`src/rtl/parity_check_receiver.sv`:
```
`default_nettype none
// +-----------------------------------------------------------------------------+
// | parity_check_receiver: even-parity checker feeding a DEPTH-entry FIFO with   |
// | per-word error flag, sticky alarm and saturating error count.               |
// | Optional: PARITY_ERR_DROP_EN discards erroneous words instead of buffering. |
// | Revision: 1.0                                                               |
// +-----------------------------------------------------------------------------+
module parity_check_receiver #(
  parameter int WORD_WIDTH = 4,
  parameter int DEPTH      = 4,
  parameter int CNT_WIDTH  = 8
) (
  input  logic                  clk,
  input  logic                  rst_n,
  input  logic                  in_valid,
  output logic                  in_ready,
  input  logic [WORD_WIDTH-1:0] in_data,
  input  logic                  in_parity,
  output logic                  out_valid,
  input  logic                  out_ready,
  output logic [WORD_WIDTH-1:0] out_data,
  output logic                  out_err,
  output logic                  alarm,
  input  logic                  alarm_clr,
  output logic [CNT_WIDTH-1:0]  err_count
);

  localparam int                   c_AW      = $clog2(DEPTH);
  localparam logic [c_AW:0]        c_FULL    = (c_AW+1)'(DEPTH);
  localparam logic [CNT_WIDTH-1:0] c_CNT_ONE = CNT_WIDTH'(1);

  logic [WORD_WIDTH-1:0] r_mem_data [DEPTH];
  logic [c_AW-1:0]       r_wr_ptr;
  logic [c_AW-1:0]       r_rd_ptr;
  logic [c_AW:0]         r_count;
  logic                  r_alarm;
  logic [CNT_WIDTH-1:0]  r_err_count;

  logic w_push;
  logic w_pop;
  logic w_err;
  logic w_write;

  assign in_ready  = (r_count != c_FULL);
  assign out_valid = (r_count != '0);
  assign w_push    = in_valid & in_ready;
  assign w_pop     = out_valid & out_ready;
  assign w_err     = (^in_data) ^ in_parity;
  assign out_data  = out_valid ? r_mem_data[r_rd_ptr] : '0;
  assign alarm     = r_alarm;
  assign err_count = r_err_count;

`ifdef PARITY_ERR_DROP_EN
  // Erroneous words complete the handshake but never occupy a slot.
  assign w_write = w_push & ~w_err;
  assign out_err = 1'b0;
`else
  logic r_mem_err [DEPTH];

  assign w_write = w_push;
  assign out_err = out_valid ? r_mem_err[r_rd_ptr] : 1'b0;

  always_ff @(posedge clk) begin
    if (w_write) begin
      r_mem_err[r_wr_ptr] <= w_err;
    end
  end
`endif

  // Storage is deliberately not reset; outputs are masked while empty.
  always_ff @(posedge clk) begin
    if (w_write) begin
      r_mem_data[r_wr_ptr] <= in_data;
    end
  end

  always_ff @(posedge clk or negedge rst_n) begin
    if (!rst_n) begin
      r_wr_ptr <= '0;
      r_rd_ptr <= '0;
      r_count  <= '0;
    end else begin
      if (w_write) begin
        r_wr_ptr <= r_wr_ptr + 1'b1;
      end
      if (w_pop) begin
        r_rd_ptr <= r_rd_ptr + 1'b1;
      end
      case ({w_write, w_pop})
        2'b10:   r_count <= r_count + 1'b1;
        2'b01:   r_count <= r_count - 1'b1;
        default: r_count <= r_count;
      endcase
    end
  end

  // A new error in the same cycle as a clear wins: the count restarts at one.
  always_ff @(posedge clk or negedge rst_n) begin
    if (!rst_n) begin
      r_alarm     <= 1'b0;
      r_err_count <= '0;
    end else if (w_push && w_err) begin
      r_alarm <= 1'b1;
      if (alarm_clr) begin
        r_err_count <= c_CNT_ONE;
      end else if (!(&r_err_count)) begin
        r_err_count <= r_err_count + c_CNT_ONE;
      end
    end else if (alarm_clr) begin
      r_alarm     <= 1'b0;
      r_err_count <= '0;
    end
  end

endmodule
`default_nettype wire
```
`config.mk`:
```
export PLATFORM = sky130hd
export DESIGN_NAME = parity_check_receiver
export DESIGN_NICKNAME = d
export VERILOG_FILES = /design/src/rtl/parity_check_receiver.sv
export SDC_FILE = /design/constraint.sdc
export NUM_CORES = 1
export LEC_CHECK = 0
export ABC_AREA = 1
export CAP_MARGIN = 0
export CORE_AREA = 4 4 85 103
export DETAILED_ROUTE_END_ITERATION = 12
export DIE_AREA = 0 0 89 107
export GPL_TIMING_DRIVEN = 0
export HOLD_SLACK_MARGIN = 0.15
export PLACE_DENSITY = 0.53
export SETUP_SLACK_MARGIN = 0.2
export SLEW_MARGIN = 25
export SYNTH_ARGS = -nofsm -noshare
export SYNTH_HDL_FRONTEND = slang
export SYNTH_SLANG_ARGS = --single-unit
export TNS_END_PERCENT = 5
```
`constraint.sdc`:
```
create_clock -name clk -period 2.2 [get_ports clk]
set_clock_uncertainty 0.2 [all_clocks]
set_input_delay 0.44 -clock clk [delete_from_list [all_inputs] [get_ports clk]]
set_output_delay 0.44 -clock clk [all_outputs]
set_load 0.005 [all_outputs]
```
==> results.md <==
Outcome:
- The flow ran to the end, and the final reports show no timing, DRC or antenna violations.

Global routing:
- Global routing consumed, over all layers together, about a tenth of the routing resources.
- The first global-routing pass estimated 7180 um of wire.
- The leftover overflow at the end of global routing is 0.
- The number of global-route vias before repair is between 1,500 and 2,000.
- Global routing used between 10% and 20% of the available met2 tracks.
- The highest-utilization routing layer at the global route stage is met2.
- The number of antenna violations at the first check in global routing is 0.
- For met3 alone, demand over resource in global routing was about 2.2%.
- Entering global routing, the biggest net connects 17 pins.
- In the global route stage, met1 resource usage came out at ~13%.

Routing:
- The via density per instance is 4.44.
- The post-detailed-route DRC marker count is 0.
- The detailed router finished its first iteration with 72 violations.
- For this block, the routed nets add up to 4290 um of wire.
- The first detailed-routing pass ran for 4 iterations.
- The via count is approximately 1,500.
- After detailed routing, the average wire length per cell comes to about 12 um.
- In this run the remaining antenna-violating nets after routing total 0.

Synthesis:
- Summing the areas of all xor and xnor instances in the mapped netlist gives 4.12% of the synthesized area.
- The synthesized netlist devotes under 10% of its cell area to compound gates.
- Summing the sequential cell areas from Yosys gives a little over half of the chip area.
- In this run, synthesis produced a sequential element count of 36.
- Averaged over all synthesized cells, the footprint is 9.15 sq um.
- The adder-cell share of the synthesized area is under 10%.
- The cell type with the largest total area after synthesis is sky130_fd_sc_hd__edfxtp_1.
- Multiplexer cells account for 0% of the synthesized area.
- Synthesis produced a netlist with a net count of 226.
- After synthesis, the netlist uses 28 different library cells.
- For this run, the number of Yosys warnings is 0.
- Summing the areas of all and, or, nand and nor instances in the mapped netlist gives 25.6% of the synthesized area.
- Synthesis handed over a netlist of ~210 instances.
- The cell area that synthesis handed to floorplanning was between 1500 and 2000 sq um.
- The largest family of logic cells by synthesized area is simple AND/OR/NAND/NOR gates.
- In the post-synthesis netlist, the biggest area contributors are sky130_fd_sc_hd__edfxtp_1 31%, sky130_fd_sc_hd__dfrtp_1 21%, sky130_fd_sc_hd__nor2_1 6.9%, sky130_fd_sc_hd__nand2_1 6.5%, sky130_fd_sc_hd__nand3_1 5.2%.
- The share of the synthesized area in the top cell type is roughly a third.

Die:
- Measured along the y axis, the die boundary spans between 100 and 150 um.
- The core area is between 7000 and 8000 sq um.
- Measured along the x axis, the die boundary spans 89 um.
- In this run the count of I/O pins placed on the die edge is 26.
- The floorplan step defined a die boundary enclosing between 9000 and 10,000 sq um.
- The floorplan has 35 rows.
- Once the floorplan was initialized, standard cells occupied between 20% and 30% of the core.

STA:
- The number of setup violations in the final report is 0.
- In the final timing run, aggregate negative setup slack is 0 ns.
- After layout, the minimum clock period comes to about 2.1 ns.
- The maximum clock frequency is around 480 MHz.
- At the pin with the least slew margin, the transition time is 0.813 ns.
- After layout, the worst path uses a little over nine tenths of the clock period.
- Measured against its own limit, the worst slew margin works out to a little under half.
- The max-slew violation total from the final report is 0.
- Setup repair after global routing could not meet its margin everywhere.
- On the final layout, the worst hold slack is about 0.3 ns.
- The final number of hold-violating endpoints came to 0.

Setup path:
- The worst-path cell with the longest stage delay is sky130_fd_sc_hd__dfrtp_1.
- The delay of the slowest critical-path stage is around 0.44 ns.
- The largest fanout of any net on the critical path is 3.
- For the worst flop-to-flop path, the logic depth is 11.
- In this run the register-to-register setup slack is between 0.09 and 0.1 ns.
- The number of buffers and inverters on the critical path is 4.
- STA classifies the critical path startpoint as a flop.
- For the worst setup path, the data required time is approximately 2.2 ns.
- STA classifies the critical path endpoint as a flop.
- In this run the worst setup path terminates at r_count[2]$_DFFE_PN0P_.
- The endpoint identified for the worst register-to-register timing path is r_count[2]$_DFFE_PN0P_.
- The class of the most critical setup path is reg2reg.
- The startpoint of the worst register-to-register path is r_count[1]$_DFFE_PN0P_.
- The signal on the critical path passes through inv_2 -> nand3_2 -> and2_4 -> buf_8 -> clkinv_8 -> ha_4 -> inv_4 -> fa_2 -> a21oi_2 -> o21ai_2 -> xnor2_1.
- The logic depth of the worst path, buffers included is 11.
- The family with the most delay on the worst path is adder cells.
- The worst endpoint data arrival time is 2.08 ns.
- In this run the worst setup path begins at r_count[1]$_DFFE_PN0P_.

Clock network:
- The master cell of the clock root buffer is sky130_fd_sc_hd__clkbuf_8.
- The CTS tree is done.
- The total clock sinks is 36.
- The clock insertion delay at the later pin of the skew report is slightly below 0.3 ns.
- The TritonCTS buffer count is 5.
- The longest clock path from root to sink contains 2 buffers.
- Clock-pin slew was measured on the worst setup and hold paths at 0.07 ns.
- The number of hold buffers added after cts is 0.
- The number of levels in the clock H-tree is 2.

Finish:
- Once layout is complete, the cells apart from fillers number roughly 350.
- The layout overhead on the synthesized area is 37.3%.
- The number of fill cells in the layout is 781.
- The number of diodes added for antenna fixing is 0.
- The count of nets after finishing is about 270.
- The final standard cell area without fillers is approximately 2600 sq um.
- Of the cells placed in the final design, the portion with a size suffix greater than 1 is a little under a third.

Power:
- In this run the power density over the cells is approximately 1000 nW/um^2.
- VDD sags by at most around 0.53 mV.
- The static power due to leakage is approximately 1.1 nW.

Placement:
- The number of placed instances, taps included is 326.
- The final weighted congestion of routability-driven global placement is about 0.8.
- The half-perimeter wire length of the detailed placement result is between 2000 and 3000 um.
- The count of buffers added on input and output ports is 25.
- The placement-stage cell area is around 2300 sq um.

Hold path:
- The worst hold path belongs to the class reg2reg.

Run:
- The number of max-capacitance violations reported is 0.
==> cell usage after synthesis <==
cell type	number
sky130_fd_sc_hd__nand4_1	3
sky130_fd_sc_hd__clkbuf_1	2
sky130_fd_sc_hd__and3_1	1
sky130_fd_sc_hd__nor3_2	1
sky130_fd_sc_hd__o2111ai_1	2
sky130_fd_sc_hd__nand2_1	33
sky130_fd_sc_hd__and2_4	1
sky130_fd_sc_hd__nor2_1	35
sky130_fd_sc_hd__a21o_1	1
sky130_fd_sc_hd__xnor2_1	4
sky130_fd_sc_hd__buf_4	1
sky130_fd_sc_hd__clkinv_1	1
sky130_fd_sc_hd__nor2_4	1
sky130_fd_sc_hd__fa_1	1
sky130_fd_sc_hd__nand3_1	20
sky130_fd_sc_hd__xor2_1	5
sky130_fd_sc_hd__a21oi_1	7
sky130_fd_sc_hd__o21ai_1	10
sky130_fd_sc_hd__o21ai_0	3
sky130_fd_sc_hd__nand4_4	2
sky130_fd_sc_hd__ha_1	6
sky130_fd_sc_hd__dfrtp_1	16
sky130_fd_sc_hd__nor3_1	1
sky130_fd_sc_hd__nand2_2	5
sky130_fd_sc_hd__inv_1	20
sky130_fd_sc_hd__inv_2	4
sky130_fd_sc_hd__edfxtp_1	20
sky130_fd_sc_hd__buf_2	3
==> registers in the layout, indices dropped and copies added (netlist names) <==
| name | cells |
|---|---|
| alarm | 1 |
| err_count | 8 |
| r_count | 3 |
| r_mem_data | 16 |
| r_mem_err | 4 |
| r_rd_ptr | 2 |
| r_wr_ptr | 2 |
==> worst min path at each step <==
stage / from / end / cells past startpoint
floorplan: rst_n / alarm$_DFFE_PN0P_ / 0
global placement: alarm$_DFFE_PN0P_ / alarm$_DFFE_PN0P_ / 2
detailed placement: alarm$_DFFE_PN0P_ / alarm$_DFFE_PN0P_ / 2
CTS: alarm$_DFFE_PN0P_ / alarm$_DFFE_PN0P_ / 2
global route: alarm$_DFFE_PN0P_ / alarm$_DFFE_PN0P_ / 2
finish: alarm$_DFFE_PN0P_ / alarm$_DFFE_PN0P_ / 2
==> cell type report <==
type	instances	area, sq um	area share, %
Sequential cell	36	1010	38.4
Multi-Input combinational cell	142	900	34.3
Timing Repair Buffer	39	348	13.2
Tap cell	92	115	4.38
Inverter	25	109	4.14
Clock buffer	5	68.8	2.62
Buffer	6	57.6	2.19
Clock inverter	3	18.8	0.715
==> worst register-to-register path, stage by stage, from the launching register on <==
cell                       delay, ns
sky130_fd_sc_hd__dfrtp_1        0.44
sky130_fd_sc_hd__inv_2          0.09
sky130_fd_sc_hd__nand3_2        0.08
sky130_fd_sc_hd__and2_4         0.18
sky130_fd_sc_hd__buf_8          0.13
sky130_fd_sc_hd__clkinv_8       0.04
sky130_fd_sc_hd__ha_4           0.12
sky130_fd_sc_hd__inv_4          0.04
sky130_fd_sc_hd__fa_2           0.35
sky130_fd_sc_hd__a21oi_2        0.15
sky130_fd_sc_hd__o21ai_2        0.07
sky130_fd_sc_hd__xnor2_1        0.11
==> routing by layer <==
layer | wire [um] | part of all wire [%]
met5 | 0 | 0
met1 | 1900 | 44
met2 | 2150 | 50
met3 | 168 | 3.9
met4 | 72 | 1.7
==> cell families after synthesis <==
| family | count (synthesis) |
|---|---|
| XOR/XNOR | 9 |
| adder cells (fa/ha/maj) | 7 |
| AND/OR/NAND/NOR | 103 |
| buffers and inverters | 31 |
| AO/OA/AOI/OAI | 23 |
| flip-flops | 36 |
==> stage by stage <==
step	power [mW]	util, %	setup WS (ns)
6_report	2.73	34.3	0.0981
4_1_cts	2.58	32.3	0.0393
3_5_place_dp	2.01	30.1	-0.211
5_1_grt	2.95	34.3	-0.0168
2_1_floorplan	1.60	-	0.129
3_3_place_gp	2.00	30.1	-0.197
==> where the power goes <==
group / switching (mW) / leakage (nW) / internal [mW]
combinational: 0.650 / 0.702 / 0.608
sequential: 0.123 / 0.379 / 0.886
clock: 0.245 / 0.0479 / 0.221
==> repair_timing <==
action,CTS,global route
setup buffers,6,7
pin swaps,3,23
cloned,1,0
setup endpoints to repair,10,26
gates resized for setup,21,56
==> cells in the final DEF (no fill, tap or decap), types with 6 or more instances in the layout <==
master                             n
sky130_fd_sc_hd__buf_4            13
sky130_fd_sc_hd__o21ai_1           9
sky130_fd_sc_hd__nor2_1           21
sky130_fd_sc_hd__dfrtp_2           7
sky130_fd_sc_hd__edfxtp_1         20
sky130_fd_sc_hd__clkbuf_8          6
sky130_fd_sc_hd__nor2_2            8
sky130_fd_sc_hd__dfrtp_1           9
sky130_fd_sc_hd__nand3_1          19
sky130_fd_sc_hd__nor2_4            7
sky130_fd_sc_hd__inv_1            17
sky130_fd_sc_hd__buf_2             7
sky130_fd_sc_hd__clkdlybuf4s50_1  15
sky130_fd_sc_hd__nand2_1          33
No activity file was read; power rests on OpenSTA's default activity.
==> RTL edit: new RTL, config.mk and constraints unchanged <==
Set the parameter `DEPTH` to 2 (it was 4).
--- a/src/rtl/parity_check_receiver.sv
+++ b/src/rtl/parity_check_receiver.sv
@@ -7,7 +7,7 @@
 // +-----------------------------------------------------------------------------+
 module parity_check_receiver #(
   parameter int WORD_WIDTH = 4,
-  parameter int DEPTH      = 4,
+  parameter int DEPTH      = 2,
   parameter int CNT_WIDTH  = 8
 ) (
   input  logic                  clk,
Behaviour: not the same (a bounded check fails within 4 cycles, from zero or initial values and one cycle with rst_n low).
==> RTL edit against the original RTL <==
Fmax rose by 7.6%. Worst setup slack improved by 0.15 ns. Area after synthesis down 37%. Design area is 38% lower. Sequential power is 39% lower. Clock power is 45% lower. Die area unchanged. Power is 49% lower. Wire length is 41% lower. Sequential cell count down 13. Critical endpoint is now in_ready. Largest cell class unchanged.
==> RTL edit: results (changes against the original RTL) <==
buffers outside the clock class=27 (-40%); clk cell area share=2.84% (-0.49 points); RePlAce Congestion=0.756 (-7.7%); metal2 WL=1.22 mm (-44%); count leader, synth=nand2_1; Total GRT Usage=5.83% (-4.0 points); Async SR Flop Fraction=56.5% (+12 points); CP max stage cell=clkdlybuf4s50_1; largest net degree at the start of global routing=14 (-3); clk sinks=23 (-36%); register area share after synthesis=51.7% (-0.67 points); routed length on met3=166 um (-1.2%); post-detail-place hpwl=1.99 mm (-32%); Nets=179 (-34%); status=complete, no violations; M2 GR Usage=9.71% (-6.1 points); #MultiIn Comb=98 (-31%); Synth Area in Compound Gates=3.93% (-2.6 points); R2R Path End=r_count[1]$_DFFE_PN0P_; nonclk inv count=14 (-44%); layout cells sized above 1=12.7% (-18 points); Peak Freq=512 MHz (+7.6%); Area Overhead vs Synth=34.4%; fillcell total=843 (+7.9%); Crit path arrival time=1.31 ns (-0.77 ns); Inst Count DP=254 (-22%)
[RTL edit: cell types whose count changed after synthesis, moves of 7 or more]
| cell | delta |
|---|---|
| o21ai_1 | -10 |
| nand3_1 | -7 |
| edfxtp_1 | -10 |
| nor2_1 | -20 |
| inv_1 | -9 |
| nand2_1 | +7 |
[RTL edit: what timing repair did]
item / CTS / global route
gates resized for setup: 12 / 3
cloned: 0 / 0
endpoints found under the setup margin: 7 / 7
pin swaps: 1 / 0
hold buffers: 0 / 0
[RTL edit: where the power goes]
| part | internal, mW | switching [mW] |
|---|---|---|
| combinational | 0.251 | 0.286 |
| sequential | 0.554 | 0.0633 |
| clock | 0.126 | 0.128 |
| total | 0.931 | 0.476 |
[RTL edit: worst max-delay path, delay by kind of cell, from the launching register on]
kind	cells	cell delay, ns
buffers and inverters	1	0.50
DFF	1	0.44
and+or+nand+nor	1	0.12
